**src/rtl/matrix_result_serializer.sv**
```systemverilog
`default_nettype none
// ============================================================================
// Module      : matrix_result_serializer
// Description : Captures a completed N x N result matrix from the multiplier's
//               concatenated output bus and streams it out one element per
//               valid/ready transfer, in row-major order. The matrix is
//               snapshotted on load, so the multiplier is free to start its
//               next operation immediately.
//
// Ports
//   clk                 : single clock, all state on rising edge
//   rst                 : asynchronous reset, active-low
//   load                : capture request, honoured only while idle
//   concatinated_matrix : element (r,c) at [DATA_W*(N*r+c) +: DATA_W]
//   out_valid           : out_data/out_row/out_col/out_last hold an element
//   out_ready           : consumer accepts the current element this cycle
//   out_data            : current element value
//   out_row / out_col   : row / column index of the current element
//   out_last            : current element is (N-1,N-1)
//   busy                : high whenever the block is not idle
//   done                : one-cycle pulse after the final transfer
//
// Revision    : 1.0  initial release
// ============================================================================
module matrix_result_serializer #(
    parameter int DATA_W = 8,
    parameter int N      = 3
) (
    input  logic                    clk,
    input  logic                    rst,
    input  logic                    load,
    input  logic [N*N*DATA_W-1:0]   concatinated_matrix,
    output logic                    out_valid,
    input  logic                    out_ready,
    output logic [DATA_W-1:0]       out_data,
    output logic [1:0]              out_row,
    output logic [1:0]              out_col,
    output logic                    out_last,
    output logic                    busy,
    output logic                    done
);

    localparam int         c_IDX_W = (N * N > 1) ? $clog2(N * N) : 1;
    localparam logic [1:0] c_LAST  = 2'(N - 1);

    typedef enum logic [1:0] {
        ST_IDLE = 2'd0,
        ST_SEND = 2'd1,
        ST_DONE = 2'd2
    } state_t;

    state_t                         r_state;
    logic [N*N-1:0][DATA_W-1:0]     r_snapshot;

    logic                           w_transfer;
    logic                           w_col_wrap;
    logic [1:0]                     w_next_row;
    logic [1:0]                     w_next_col;
    logic [c_IDX_W-1:0]             w_next_idx;
    logic                           w_next_last;

    // out_ready only steers the advance decision; every output is registered,
    // so nothing reaches the outputs combinationally from out_ready or load.
    assign w_transfer  = out_valid && out_ready;
    assign w_col_wrap  = (out_col == c_LAST);
    assign w_next_col  = w_col_wrap ? 2'd0 : out_col + 2'd1;
    assign w_next_row  = w_col_wrap ? out_row + 2'd1 : out_row;
    assign w_next_idx  = c_IDX_W'(N * int'(w_next_row) + int'(w_next_col));
    assign w_next_last = (w_next_row == c_LAST) && (w_next_col == c_LAST);

    always_ff @(posedge clk or negedge rst) begin
        if (!rst) begin
            r_state    <= ST_IDLE;
            r_snapshot <= '0;
            out_valid  <= 1'b0;
            out_data   <= '0;
            out_row    <= 2'd0;
            out_col    <= 2'd0;
            out_last   <= 1'b0;
            busy       <= 1'b0;
            done       <= 1'b0;
        end else begin
            case (r_state)
                ST_IDLE: begin
                    done <= 1'b0;
                    if (load) begin
                        // Element (0,0) is presented straight from the bus on
                        // the capture edge; later elements come from the
                        // snapshot.
                        r_snapshot <= concatinated_matrix;
                        out_data   <= concatinated_matrix[DATA_W-1:0];
                        out_row    <= 2'd0;
                        out_col    <= 2'd0;
                        out_last   <= (N == 1);
                        out_valid  <= 1'b1;
                        busy       <= 1'b1;
                        r_state    <= ST_SEND;
                    end
                end

                ST_SEND: begin
                    if (w_transfer) begin
                        if (out_last) begin
                            out_valid <= 1'b0;
                            out_data  <= '0;
                            out_row   <= 2'd0;
                            out_col   <= 2'd0;
                            out_last  <= 1'b0;
                            done      <= 1'b1;
                            r_state   <= ST_DONE;
                        end else begin
                            out_row  <= w_next_row;
                            out_col  <= w_next_col;
                            out_data <= r_snapshot[w_next_idx];
                            out_last <= w_next_last;
                        end
                    end
                end

                ST_DONE: begin
                    done    <= 1'b0;
                    busy    <= 1'b0;
                    r_state <= ST_IDLE;
                end

                default: begin
                    r_state <= ST_IDLE;
                end
            endcase
        end
    end

endmodule
`default_nettype wire

```
**config.mk**
```make
export PLATFORM = sky130hd
export DESIGN_NAME = matrix_result_serializer
export DESIGN_NICKNAME = d
export VERILOG_FILES = /design/src/rtl/matrix_result_serializer.sv
export SDC_FILE = /design/constraint.sdc
export NUM_CORES = 1
export LEC_CHECK = 0
export CORE_AREA = 4 4 96 189
export DETAILED_ROUTE_END_ITERATION = 7
export DIE_AREA = 0 0 100 193
export GPL_ROUTABILITY_DRIVEN = 0
export GPL_TIMING_DRIVEN = 0
export MAX_ROUTING_LAYER = met4
export PLACE_DENSITY = 0.55
export SLEW_MARGIN = 10
export SYNTH_ARGS = -nofsm -noshare
export SYNTH_HDL_FRONTEND = slang
export SYNTH_SLANG_ARGS = --single-unit
```
**constraint.sdc**
```tcl
create_clock -name clk -period 4.35 [get_ports clk]
set_input_delay 0.87 -clock clk [delete_from_list [all_inputs] [get_ports clk]]
set_output_delay 0.87 -clock clk [all_outputs]
set_load 0.05 [all_outputs]
```
==> results.ini, run 1 <==
[worst_hold_path]
hp-class = flop to flop
hold_end = r_snapshot[19]$_DFFE_PN0P_
hp-start = r_snapshot[19]$_DFFE_PN0P_
whs_path_depth = 1

[critical_path]
r2r_start = out_col[0]$_DFFE_PN0P_
max_stage_delay_ps = 620
critical_path_arrival_ps = 4210
slowest_stage = o31ai_2
path_class = flop to flop
crit_path_end_kind = flop
r2r-end = out_data[4]$_DFFE_PN0P_
cp.required_ps = 4590
crit_fanout = 8
ff2ff_setup_slack_ps = 380
start_kind = flop
reg2reg_depth = 13
crit_path_frequent_cell = inv_1
path_cells = buf_2 > nand2b_1 > nor2_1 > xnor2_1 > fa_1 > inv_1 > ha_1 > inv_1 > fa_1 > inv_1 > o31ai_2 > a21oi_1 > o31ai_1

[clocking]
clk_pin_slew_ps = 60
clock_latency_ps = 340
cts_tree = done
cts_buffer_depth = 2
htreeDepth = 3
post_cts_buffers = 0
clockRootBuffer = clkbuf_16
cts_resized = 0
cts_made_buffers = 9
cts.sinks = 90
cts_hold_buf = 0

[sta]
fmax_ghz = 0.252
worst_clock_skew_ps = 5.52
min_period_ps = 3970
worst_hold_slack_ps = 488
fin_crit_sh_pct = 91.2
slew_viol_final = 0
setup_viol = 0
worst_pin_slew_ps = 874
slew_headroom_pct = 41.3
final-hold-violation-count = 0
setup_ws_ps = 383
setup_tns_ps = 0
rsz0062_at_grt = no

[finish]
design_area_mm2 = 0.00594
fin_nets = 531
final_util_pct = 35.6
drive_gt1_share_pct = 25.5
area_delta_synth_final_pct = 33.4
finalNonFillerCells = 662
antenna_cells = 0
fillers = 1622

[detailed_routing]
routed_via_density = 4.81
first_pass_iters = 4
vias = 3181
totalWireLength_mm = 12.3
ant_nets = 0
drc = 0
drtIter0Drc = 92
wire_per_inst_um = 18.6

[die]
die_w_um = 100
ios = 92
core_region_area_mm2 = 0.0167
rows = 67
fp.dieH_um = 193
start_util_pct = 26.7
dieArea_mm2 = 0.0193

[grt]
grt_max_degree = 48
grt_pass1_wl_mm = 19.0
grt_use_total_pct = 13.4
gr-total-overflow = 0
first_global_vias = 3557
antenna_found_initial = 0

[placement]
pre_cts_ws_ps = 401
postPlaceCellArea_mm2 = 0.00565
io_buffers = 91
dpl.cell_count = 646
dp_hpwl_mm = 10.0

[synth]
synth.avg_cell_area_um2 = 12.8
async_flop_share_pct = 100
yosys_warnings = 0
synth_cell_types = 36
synth_edf_count = 0
yosysTopAreaCell = dfrtp_1
synth_common_cells = dfrtp_1, mux2_2, nand4b_1, nor4bb_1
yosys.cell_count.top_type = dfrtp_1
synth_seq_cells = 90
synth_fp_nets = 428
synth_cells = 347
syn-cell-area_mm2 = 0.00445
synth-main-ff-cell = dfrtp_1
synth_area_leaders = dfrtp_1, mux2_2, mux2_1
synth.top_cell.area_share_pct = 50.6
seq_area_frac_synth_pct = 50.6

[outcome]
status = finished, final reports clean

[power]
vdd_ir_drop_max_uv = 295
p_leak_nw = 2.47
power_mw = 5.16
power.density_mw_per_mm2 = 869

[job]
drv_cap = 0

[worst max path at each step]
stage	startpoint	to	slack, ps
after floorplan	out_col[0]$_DFFE_PN0P_	out_data[0]$_DFFE_PN0P_	590
after global placement	rst	r_snapshot[16]$_DFFE_PN0P_	-900
after detailed placement	out_col[0]$_DFFE_PN0P_	out_data[4]$_DFFE_PN0P_	400
after CTS	out_col[0]$_DFFE_PN0P_	out_data[4]$_DFFE_PN0P_	380
after global routing	out_col[0]$_DFFE_PN0P_	out_data[1]$_DFFE_PN0P_	20
final	out_col[0]$_DFFE_PN0P_	out_data[4]$_DFFE_PN0P_	380
[metal layers]
| metal | GRT usage [%] | vias up | wire length (µm) |
|---|---|---|---|
| li1 | - | 1501 | - |
| met1 | 13.4 | 1566 | 4410 |
| met2 | 24.2 | 84 | 6830 |
| met3 | 2.20 | 30 | 397 |
| met4 | 8.04 | 0 | 650 |
| met5 | - | - | 0 |
[where the power goes]
| group | internal (mW) | switching (mW) | total [mW] | leakage, nW |
|---|---|---|---|---|
| combinational | 1.33 | 1.60 | 2.93 | 1.23 |
| clock | 0.420 | 0.327 | 0.748 | 0.142 |
| sequential | 1.25 | 0.237 | 1.48 | 1.10 |
| total | 2.99 | 2.16 | 5.16 | 2.47 |
[kinds of logic after synthesis]
kind of cell	share of synthesized area [%]
multiplexers	26.1
adder cells (fa/ha/maj)	1.91
flip-flops	50.6
buffers and inverters	3.06
XOR/XNOR	0.956
AO/OA/AOI/OAI	8.12
AND/OR/NAND/NOR	9.25
[placed cells by master, fill, tap and decap left out, types with 2 or more instances in the layout]
cell type	n
nand2_1	12
o31ai_1	9
nor2_1	4
o41ai_1	2
o211ai_1	7
buf_2	13
nor4bb_1	14
xnor2_1	2
a21oi_1	12
mux2_1	13
mux2_2	81
a21o_1	2
nand3_1	4
dfrtp_1	90
clkdlybuf4s50_1	90
inv_1	8
clkbuf_1	10
nand2b_1	5
nand4b_1	15
o21ai_0	11
clkinv_4	3
mux2i_1	8
clkbuf_8	2
clkbuf_16	9
ha_1	2
fa_1	3
a22oi_1	7
[sequential cells by signal, indices dropped and copies added, names as in the netlist]
name,count
r_state,2
out_col,2
done,1
out_row,2
out_last,1
r_snapshot,72
busy,1
out_valid,1
out_data,8
[final cells by class]
class	count	area, µm²	share of cell area [%]
Buffer	24	106	1.79
Timing Repair Buffer	92	936	15.8
Multi-Input combinational cell	225	2060	34.7
Sequential cell	90	2250	37.9
Clock buffer	11	253	4.26
Tap cell	207	259	4.36
Clock inverter	5	38.8	0.653
Inverter	8	30.0	0.506
[worst max-delay path, delay by kind of cell (launching register included)]
| kind | cells | cell delay [ps] |
|---|---|---|
| xor gates and xnor gates | 1 | 520 |
| buffers and inverters | 4 | 430 |
| adders and majority gates | 3 | 1250 |
| DFF | 1 | 330 |
| and+or+nand+nor | 2 | 300 |
| AOI/OAI and AO/OA | 3 | 1030 |
(Power assumes the default switching activity.)
==> inputs of run 2 (changes only) <==
Settings changed: CAP_MARGIN from default to 20.
==> results of run 2 <==
The final DEF is identical to that of run 1; final timing and power are the same.
